`src/rtl/my_bullet_ctrl_if.sv`:
```
// Bullet controller bus: player/fire/hit inputs toward the controller, bullet state back out.
interface my_bullet_ctrl_if;
  logic       frame_tick;
  logic       fire;
  logic [9:0] player_x;
  logic [9:0] player_y;
  logic       hit;
  logic [9:0] b_x;
  logic [9:0] b_y;
  logic       mybullet_en;
  logic [7:0] shots_fired;

  modport master (
    output frame_tick, fire, player_x, player_y, hit,
    input  b_x, b_y, mybullet_en, shots_fired
  );

  modport slave (
    input  frame_tick, fire, player_x, player_y, hit,
    output b_x, b_y, mybullet_en, shots_fired
  );
endinterface

```
`src/rtl/my_bullet_ctrl.sv`:
```
// Single player bullet: spawns on a fire edge, climbs SPEED px per frame, then a frame-counted cooldown.
module my_bullet_ctrl #(
  parameter int SPEED       = 8,
  parameter int X_OFF       = 18,
  parameter int BULLET_H    = 10,
  parameter int COOL_FRAMES = 16
) (
  input logic clk,
  input logic rst,
  my_bullet_ctrl_if.slave bus
);
  localparam int         CW   = (COOL_FRAMES < 2) ? 1 : $clog2(COOL_FRAMES + 1);
  localparam logic [9:0] SP10 = 10'(SPEED);
  localparam logic [9:0] XO10 = 10'(X_OFF);
  localparam logic [9:0] BH10 = 10'(BULLET_H);
  localparam logic [CW-1:0] COOL = CW'(COOL_FRAMES);
  localparam logic [CW-1:0] ONE  = CW'(1);

  typedef enum logic [1:0] {IDLE, FLIGHT, COOLDOWN} state_t;

  state_t        state_q;
  logic          fire_q;
  logic [9:0]    bx_q, by_q;
  logic          en_q;
  logic [7:0]    shots_q;
  logic [CW-1:0] cnt_q;
  logic          fire_rise;

  assign fire_rise = bus.fire & ~fire_q;

  always_ff @(posedge clk or negedge rst) begin
    if (!rst) begin
      state_q <= IDLE;
      // Reset to 1 so a button held through reset does not look like a press.
      fire_q  <= 1'b1;
      bx_q    <= '0;
      by_q    <= '0;
      en_q    <= 1'b0;
      shots_q <= '0;
      cnt_q   <= '0;
    end else begin
      fire_q <= bus.fire;
      case (state_q)
        IDLE: begin
          if (fire_rise) begin
            state_q <= FLIGHT;
            bx_q    <= bus.player_x + XO10;
            by_q    <= (bus.player_y >= BH10) ? bus.player_y - BH10 : '0;
            en_q    <= 1'b1;
            shots_q <= shots_q + 8'd1;
          end
        end
        FLIGHT: begin
          if (bus.hit || (bus.frame_tick && by_q < SP10)) begin
            state_q <= COOLDOWN;
            en_q    <= 1'b0;
            cnt_q   <= COOL;
          end else if (bus.frame_tick) begin
            by_q <= by_q - SP10;
          end
        end
        COOLDOWN: begin
          // A zero count only happens with COOL_FRAMES = 0: leave without waiting for a tick.
          if (cnt_q == '0) begin
            state_q <= IDLE;
          end else if (bus.frame_tick) begin
            cnt_q <= cnt_q - ONE;
            if (cnt_q == ONE) state_q <= IDLE;
          end
        end
        default: state_q <= IDLE;
      endcase
    end
  end

  assign bus.b_x         = bx_q;
  assign bus.b_y         = by_q;
  assign bus.mybullet_en = en_q;
  assign bus.shots_fired = shots_q;
endmodule

```
`src/flat_wrapper.sv`:
```
// flat-port wrapper written by rule: the top's interface ports become plain ports
module my_bullet_ctrl_flat 
#(
  parameter int SPEED       = 8,
  parameter int X_OFF       = 18,
  parameter int BULLET_H    = 10,
  parameter int COOL_FRAMES = 16
)
  (clk, rst, bus_frame_tick, bus_fire, bus_player_x, bus_player_y, bus_hit, bus_b_x, bus_b_y, bus_mybullet_en, bus_shots_fired);
  my_bullet_ctrl_if bus_i ();
  input logic clk;
  input logic rst;
  input wire logic [$bits(bus_i.frame_tick)-1:0] bus_frame_tick;
  input wire logic [$bits(bus_i.fire)-1:0] bus_fire;
  input wire logic [$bits(bus_i.player_x)-1:0] bus_player_x;
  input wire logic [$bits(bus_i.player_y)-1:0] bus_player_y;
  input wire logic [$bits(bus_i.hit)-1:0] bus_hit;
  output wire logic [$bits(bus_i.b_x)-1:0] bus_b_x;
  output wire logic [$bits(bus_i.b_y)-1:0] bus_b_y;
  output wire logic [$bits(bus_i.mybullet_en)-1:0] bus_mybullet_en;
  output wire logic [$bits(bus_i.shots_fired)-1:0] bus_shots_fired;
  assign bus_i.frame_tick = bus_frame_tick;
  assign bus_i.fire = bus_fire;
  assign bus_i.player_x = bus_player_x;
  assign bus_i.player_y = bus_player_y;
  assign bus_i.hit = bus_hit;
  assign bus_b_x = bus_i.b_x;
  assign bus_b_y = bus_i.b_y;
  assign bus_mybullet_en = bus_i.mybullet_en;
  assign bus_shots_fired = bus_i.shots_fired;
  my_bullet_ctrl #(.SPEED(SPEED), .X_OFF(X_OFF), .BULLET_H(BULLET_H), .COOL_FRAMES(COOL_FRAMES)) u_core (.clk(clk), .rst(rst), .bus(bus_i));
endmodule
```
`config.mk`:
```
export PLATFORM = sky130hd
export DESIGN_NAME = my_bullet_ctrl_flat
export DESIGN_NICKNAME = d
export VERILOG_FILES = /design/src/rtl/my_bullet_ctrl_if.sv /design/src/rtl/my_bullet_ctrl.sv /design/src/flat_wrapper.sv
export SDC_FILE = /design/constraint.sdc
export NUM_CORES = 1
export LEC_CHECK = 0
export ABC_AREA = 1
export BUFFER_PORTS_ARGS = -buffer_cell sky130_fd_sc_hd__buf_4
export CAP_MARGIN = 20
export CORE_MARGIN = 2
export CORE_UTILIZATION = 25
export DETAILED_ROUTE_END_ITERATION = 6
export REMOVE_ABC_BUFFERS = 1
export SLEW_MARGIN = 40
export SYNTH_ARGS = -nofsm -noshare
export SYNTH_HDL_FRONTEND = slang
export SYNTH_SLANG_ARGS = --single-unit
```
`constraint.sdc`:
```
create_clock -name clk -period 1.7 [get_ports clk]
set_input_delay 0.34 -clock clk [delete_from_list [all_inputs] [get_ports clk]]
set_output_delay 0.34 -clock clk [all_outputs]
set_load 0.02 [all_outputs]
```
==> results.toml, run 1 <==
[floorplan]
die-area_mm2 = 0.0100
io_pins = 54
fp.dieH_um = 100
die_w_um = 100
initial_core_util_pct = 25.3
core_region_area_mm2 = 0.00911
rows = 35

[setup_path]
critPathMaxFanout = 4
start_kind = "flop"
ff2ff_path_depth = 9
crit_path_end_kind = "flop"
cp.required_ns = 1.87
worst-endpoint-arrival_ns = 1.60
crit_type = "reg -> reg"

[sta]
setup_tns_ns = 0
setup_viol = 0
skew_ns = 0.00757
fin_crit_sh_pct = 84.0
fin_crit_ns = 1.43
rsz0062_at_grt = "false"
clock.fmax_mhz = 700
tightestPinTransition_ns = 0.485
finalHoldViolCount = 0
relSlewSlack_pct = 67.7
maxSlewViolCount = 0

[pwr]
clkPwrFrac_pct = 13.9
p_leak_uw = 0.00145
p_comb_share_pct = 52.0
switchingPower_uw = 2050
ir_drop_mv = 0.756
power_switching_share_pct = 44.7
cell_internal_pwr_uw = 2540
power.density_mw_per_mm2 = 1580
pwr-share-seq_pct = 34.1

[routing]
num_vias = 1981
post_drt_via_cell_ratio = 4.40
drcViolationCount = 0
routed_wl_um = 5020
ant_nets = 0
initialDrtViolationCount = 48
first_pass_iters = 4
wl_per_cell_um = 11.2

[clocking]
cts_made_buffers = 5
cts_root_buf = "clkbuf_8"
htreeDepth = 2
tritoncts = "built"
clk_latency_ns = 0.28
cts_sinks = 37
holdBufCountCts = 0
cts_setup_buffers = 0
clockBufferDepth = 2
clkTransAtPathRegs_ns = 0.07
post_cts_resized = 0

[synthesis]
synth_edf_count = 0
synth-seq-cells = 37
ys_seq_area_share_pct = 40.2
yosys-top-cells-area = "dfrtp_1 39%, nand2_1 12%, nand3_1 6.3%"
syn_area_per_cell_um2 = 8.21
async_flop_share_pct = 100
synthFlopType = "dfrtp_1"
yosys.area.top_type = "dfrtp_1"
syn-instance-count = 281
synth_area_mm2 = 0.00231
synth_cell_type_count = 33
synth_commonest_cells = "76 x nand2_1, 36 x dfrtp_1, 29 x nand3_1"
yosys_warnings = 0
yosysMostFrequentCell = "nand2_1"
synth_top_area_share_pct = 39.0

[min_path]
hold_path.class = "in -> async"

[grt]
grt_antenna_before_repair = 0
grt_overflow_total = 0
grt_pass1_wl_um = 8510
grt_pass1_vias = 1905
grt_max_degree = 38
grtUsageTotal_pct = 10.5

[final_layout]
final_util_pct = 31.8
nets = 370
multiInputGateArea_mm2 = 0.00121
syn_to_final_growth_pct = 25.7
fillers = 981
seq_area_um2 = 927
num_antenna_cells = 0
layout-drive-gt1-share_pct = 30.7

[placement]
dp_hpwl_um = 3830
port_buffers = 53
gp_congestion = 0.852

[run]
cap_violations = 0

[status]
status = "finished clean"
[worst paths after layout]
| check | start | endpoint | slack, ns |
|---|---|---|---|
| max | u_core.bus.b_y[3]$_DFFE_PN0P_ | u_core.bus.b_y[9]$_DFFE_PN0P_ | 0.27 |
| min | rst | u_core.cnt_q[2]$_DFFE_PN0P_ | 0.02 |
| max reg2reg | u_core.bus.b_y[3]$_DFFE_PN0P_ | u_core.bus.b_y[9]$_DFFE_PN0P_ | 0.27 |
| min reg2reg | u_core.bus.shots_fired[7]$_DFFE_PN0P_ | u_core.bus.shots_fired[7]$_DFFE_PN0P_ | 0.48 |
| max in group asynchronous | rst | u_core.fire_q$_DFF_PN1_ | 1.34 |
| min in group clk | bus_fire | u_core.fire_q$_DFF_PN1_ | 0.17 |
[registers in the layout, indices dropped and copies added, names as in the netlist]
register,count
u_core.bus.shots_fired,8
u_core.fire_q,1
u_core.bus.b_y,10
u_core.bus.mybullet_en,1
u_core.bus.b_x,10
u_core.state_q,2
u_core.cnt_q,5
[logic make-up after synthesis]
kind of cell	share of synthesized area [%]
simple gates	35.0
buf+inv	7.54
flops	40.2
compound gates	8.51
xor+xnor	4.93
fa+ha+maj	3.80
[critical path, stage by stage, from the launching register on]
cell and delay [ns]:
dfrtp_1 0.43, inv_1 0.12, ha_1 0.21, inv_1 0.05, nor2_1 0.15, nand4_1 0.11, nand3_1 0.09, o21ai_1 0.06
nand2_1 0.06, nand2_1 0.05
[area by class of cell]
| cell class | instances | area share (%) |
|---|---|---|
| Clock buffer | 8 | 3.11 |
| Inverter | 34 | 4.57 |
| Timing Repair Buffer | 54 | 14.0 |
| Multi-Input combinational cell | 206 | 41.6 |
| Tap cell | 111 | 4.79 |
| Sequential cell | 37 | 32.0 |
[per-layer routing]
metal / wire length [um] / vias up / track usage, % / share of wire (%)
li1: - / 1023 / - / -
met3: 274 / 8 / 2.72 / 5.5
met2: 2370 / 52 / 17.3 / 47
met5: 0 / - / 0 / 0
met1: 2290 / 898 / 13.4 / 46
met4: 88 / 0 / 3.58 / 1.8
[power by group through the flow]
stage          clock network, uW  logic, uW  registers [uW]
2_1_floorplan                  0       1250            1890
6_report                     638       2390            1560
3_5_place_dp                   0       2430            1580
4_1_cts                      674       2430            1570
5_1_grt                      709       2670            1620
3_3_place_gp                   0       2380            1590
[per-stage QoR]
| stage | hold WS, ns | cells | worst slack, ns | instance area, um2 | power, uW |
|---|---|---|---|---|---|
| 2_1_floorplan | 0.0444 | 277 | 0.291 | 2270 | 3140 |
| 3_3_place_gp | 0.347 | 442 | 0.270 | 2810 | 3970 |
| 3_5_place_dp | 0.352 | 442 | 0.239 | 2810 | 4000 |
| 4_1_cts | 0.0324 | 450 | 0.284 | 2900 | 4670 |
| 5_1_grt | 0.0525 | 450 | 0.124 | 2900 | 5000 |
| 6_report | 0.0153 | 450 | 0.272 | 2900 | 4590 |
[cells in the final DEF (no fill, tap or decap), types with 6 or more instances in the layout]
cell       n
nand2_1   76
nor2_1    11
nand3_1   29
nand4_1    9
xnor2_1    7
nand2_2    7
dfrtp_1   36
a21oi_1    6
inv_1     25
ha_1       7
clkbuf_8   6
o21ai_0   10
xor2_1     6
buf_4     54
inv_2      8
(Power assumes the default switching activity.)
==> inputs of run 2 (changes only) <==
==> constraint.sdc (replaced) <==
create_clock -name clk -period 1.35 [get_ports clk]
set_input_delay 0.27 -clock clk [delete_from_list [all_inputs] [get_ports clk]]
set_output_delay 0.27 -clock clk [all_outputs]
set_load 0.02 [all_outputs]
==> results.toml, run 2 (same netlist as run 1, synthesis figures left out) <==
[grt]
grt_overflow_total = 0
grt_max_degree = 38
grt_pass1_vias = 2033
grt_antenna_before_repair = 0
grt_pass1_wl_um = 9290
grtUsageTotal_pct = 11.5

[setup_path]
cp_cell_sequence = "inv_2 -> nand2_4 -> nor2_4 -> nand3_4 -> nand4_4 -> nand2_4 -> nand2_1 -> nand2_1"
critPathLaunch = "u_core.bus.b_y[4]$_DFFE_PN0P_"
reg2reg_slack_ns = 0.04
reg2reg_to = "u_core.bus.b_y[9]$_DFFE_PN0P_"
crit_type = "reg -> reg"
crit_path_end_kind = "flop"
cp_slowest_stage_delay_ns = 0.40
cp.required_ns = 1.53
slowest_stage = "dfrtp_1"
start_kind = "flop"
worst-endpoint-arrival_ns = 1.49
critPathMaxFanout = 7
reg2reg_from = "u_core.bus.b_y[4]$_DFFE_PN0P_"
ff2ff_path_depth = 8

[sta]
skew_ns = 0.0124
clock.fmax_mhz = 765
fin_crit_sh_pct = 96.8
relSlewSlack_pct = 67.8
maxSlewViolCount = 0
fin_crit_ns = 1.31
whs_ns = 0.0945
finalHoldViolCount = 0
rsz0062_at_grt = "true"
setup_tns_ns = 0
setup_viol = 0
tightestPinTransition_ns = 0.484

[routing]
drcViolationCount = 0
initialDrtViolationCount = 89
ant_nets = 0
wl_per_cell_um = 11.7
post_drt_via_cell_ratio = 4.46
routed_wl_um = 5450
first_pass_iters = 4
num_vias = 2079

[min_path]
hold_path.class = "in -> reg"
hold_path_end = "u_core.fire_q$_DFF_PN1_"
hold_depth = 1
hold_path_startpoint = "bus_fire"

[final_layout]
mostFrequentLayoutCell = "nand2_1"
final_util_pct = 34.2
layout_common_cells = "71 x nand2_1, 67 x buf_4, 36 x dfrtp_1"
nets = 386
num_antenna_cells = 0
syn_to_final_growth_pct = 34.9
layout-drive-gt1-share_pct = 37.2

[clocking]
clkTransAtPathRegs_ns = 0.08
cts_sinks = 37
clk_latency_ns = 0.30
cts_made_buffers = 5
cts_root_buf = "clkbuf_8"
htreeDepth = 2
tritoncts = "built"
clockBufferDepth = 2

[placement]
port_buffers = 53
dp_hpwl_um = 4130
gp_congestion = 0.837

[pwr]
power.density_mw_per_mm2 = 2060
p_leak_uw = 0.00156
ir_drop_mv = 0.749

[floorplan]
rows = 35
initial_core_util_pct = 25.3
die_w_um = 100
io_pins = 54
core_region_area_mm2 = 0.00911
fp.dieH_um = 100
die-area_mm2 = 0.0100

[status]
status = "finished clean"

[run]
cap_violations = 0
## run 2: cell types whose count changed in the layout (fill, tap and decap cells not counted), sizes merged
cell | before | now
clkinvlp | 0 | 1
clkbuf | 8 | 5
buf | 54 | 69
bufinv | 0 | 1
dlygate4sd3 | 0 | 1
clkinv | 1 | 2
## run 2: layer usage
metal  part of all wire (%)  track usage (%)  up-vias
met1                     44             14.2      975
li1                       -                -     1057
met2                     51             20.3       43
met4                   0.92             3.16        0
met3                    4.6             2.37        4
met5                      0                0        -
## run 2: layout make-up
class	instances	area, um2
Fill cell	974	6000
Inverter	34	135
Clock buffer	5	68.8
Multi-Input combinational cell	206	1240
Timing Repair Buffer	70	553
Tap cell	111	139
Sequential cell	37	927
Clock inverter	3	46.3
## run 2: what timing repair did
action                                  in CTS  in global routing
endpoints found under the hold margin       36                  0
setup buffers                                0                  2
resized for setup                            0                 15
endpoints found under the setup margin       0                 12
hold buffers                                 1                  0
## run 2: how the worst max path moves through the flow
stage,slack (ns),cells after the start,end
CTS,0.004,9,u_core.bus.b_y[9]$_DFFE_PN0P_
floorplan,-0.06,6,u_core.bus.b_y[4]$_DFFE_PN0P_
global placement,0.04,10,u_core.bus.b_y[5]$_DFFE_PN0P_
finish,0.04,8,u_core.bus.b_y[9]$_DFFE_PN0P_
detailed placement,0.01,9,u_core.bus.b_x[9]$_DFFE_PN0P_
global route,-0.05,8,u_core.bus.b_y[9]$_DFFE_PN0P_
## run 2: per-stage QoR
| stage | total power (uW) | area (um2) | setup slack (ns) | std cells |
|---|---|---|---|---|
| global route | 6960 | 3110 | -0.0471 | 466 |
| global placement | 5230 | 2920 | 0.0396 | 455 |
| detailed placement | 5300 | 2920 | 0.00991 | 455 |
| finish | 6410 | 3110 | 0.0430 | 466 |
| CTS | 6330 | 3050 | 0.00364 | 464 |
| floorplan | 3960 | 2270 | -0.0594 | 277 |
## run 2: critical path, delay by kind of cell (launching register included)
family                 cells  cell delay [ns]
DFF                        1             0.40
buffers and inverters      1             0.11
and+or+nand+nor            7             0.70
## run 2: report_power, final
| group | leakage (uW) | internal (uW) | switching (uW) |
|---|---|---|---|
| sequential | 0.000464 | 1570 | 353 |
| combinational | 0.00104 | 1480 | 2010 |
| clock | 0.0000543 | 554 | 445 |
==> inputs of run 3 (changes only) <==
--- a/config.mk
+++ b/config.mk
@@ -8,6 +8,7 @@
 export ABC_AREA = 1
 export BUFFER_PORTS_ARGS = -buffer_cell sky130_fd_sc_hd__buf_4
 export CAP_MARGIN = 20
+export CORE_ASPECT_RATIO = 1.1
 export CORE_MARGIN = 2
 export CORE_UTILIZATION = 25
 export DETAILED_ROUTE_END_ITERATION = 6
==> results.toml, run 3 (same netlist as run 1, synthesis figures left out) <==
[final_layout]
num_antenna_cells = 0
syn_to_final_growth_pct = 34.8
multiInputGateArea_mm2 = 0.00122
mostFrequentLayoutCell = "nand2_1"
nets = 386
layout_common_cells = "76 x nand2_1, 66 x buf_4, 36 x dfrtp_1"
layout-drive-gt1-share_pct = 34.9
final_cell_area_mm2 = 0.00311
final_util_pct = 34.9
seq_area_um2 = 927
fillers = 946

[floorplan]
core_region_area_mm2 = 0.00892
io_pins = 54
rows = 36
die_w_um = 95.6
die-area_mm2 = 0.0100
fp.dieH_um = 105
initial_core_util_pct = 25.9

[routing]
post_drt_via_cell_ratio = 4.39
first_pass_iters = 4
num_vias = 2057
routed_wl_um = 5310
drcViolationCount = 0
ant_nets = 0
initialDrtViolationCount = 75
wl_per_cell_um = 11.3

[grt]
grt_max_degree = 38
grt_antenna_before_repair = 0
grt_pass1_vias = 1996
grtUsageTotal_pct = 10.9
grt_overflow_total = 0
grt_pass1_wl_um = 8800

[placement]
dp_hpwl_um = 4020
placed_area_mm2 = 0.00294
gp_congestion = 0.885
port_buffers = 53

[sta]
relSlewSlack_pct = 67.3
rsz0062_at_grt = "true"
fin_crit_sh_pct = 97.9
clock.fmax_mhz = 757
finalHoldViolCount = 0
whs_ns = 0.0927
setup_viol = 0
skew_ns = 0.00789
fin_crit_ns = 1.32
setup_tns_ns = 0
tightestPinTransition_ns = 0.490
maxSlewViolCount = 0

[clocking]
htreeDepth = 2
clockBufferDepth = 2
clk_latency_ns = 0.29
clkTransAtPathRegs_ns = 0.08
cts_sinks = 37
tritoncts = "built"
cts_made_buffers = 5
cts_root_buf = "clkbuf_8"

[setup_path]
critPathMaxFanout = 3
path_delay_family = "simple AND/OR/NAND/NOR gates"
cp_cell_sequence = "inv_2 -> ha_4 -> inv_1 -> nor2_2 -> nand3_1 -> nand2_1 -> nand3_1 -> o21ai_1 -> nand2_1 -> nand2_1"
cp.required_ns = 1.59
path_buf_inv = 2
crit_top_cell = "nand2_1"
start_kind = "flop"
crit_path_end_kind = "flop"
slowest_stage = "dfrtp_1"
cp_slowest_stage_delay_ns = 0.39
worst-endpoint-arrival_ns = 1.56
crit_type = "reg -> reg"

[status]
status = "finished clean"

[min_path]
hold_path.class = "in -> reg"

[pwr]
power.density_mw_per_mm2 = 2050
p_leak_uw = 0.00156
power.total_uw = 6370
ir_drop_mv = 0.885

[run]
cap_violations = 0
run 3: path summary, 6_finish.rpt:
kind	startpoint	cells after the start	end	slack [ns]
min reg2reg	u_core.bus.shots_fired[7]$_DFFE_PN0P_	1	u_core.bus.shots_fired[7]$_DFFE_PN0P_	0.48
max	u_core.bus.b_y[4]$_DFFE_PN0P_	10	u_core.bus.b_y[9]$_DFFE_PN0P_	0.03
min	bus_fire	1	u_core.fire_q$_DFF_PN1_	0.09
min in group asynchronous	rst	2	u_core.bus.b_y[5]$_DFFE_PN0P_	0.49
max reg2reg	u_core.bus.b_y[4]$_DFFE_PN0P_	10	u_core.bus.b_y[9]$_DFFE_PN0P_	0.03
max in group asynchronous	rst	2	u_core.fire_q$_DFF_PN1_	0.50
run 3: layer usage:
metal  routed length, um  GRT usage (%)
met1                2310           13.5
met2                2630           18.8
met3                 301           2.74
met4                  63           2.76
met5                   0              0
run 3: where the power goes:
group	internal (uW)	switching (uW)
Sequential	1570	345
Clock	601	419
Combinational	1480	1960
Total	3650	2720
run 3: cell type report:
class / instances / share of cell area [%]
sequential: 37 / 29.8
multi-input combinational: 206 / 39.3
clock inverter: 2 / 1.21
clock buffer: 6 / 2.66
inverter: 34 / 4.27
tap: 114 / 4.59
timing repair buffer: 70 / 18.2
run 3: what timing repair did:
item | 4_1_cts | 5_1_grt
buffers inserted | 0 | 2
gates resized for setup | 0 | 5
endpoints found under the setup margin | 0 | 7
endpoints found under the hold margin | 36 | 0
hold buffers | 1 | 0
run 3: metrics by stage:
step	setup slack, ns	std cells
after floorplan	-0.0594	277
after global placement	0.0177	458
after detailed placement	-0.00257	458
after CTS	0.0154	467
after global routing	-0.0637	469
final	0.0287	469
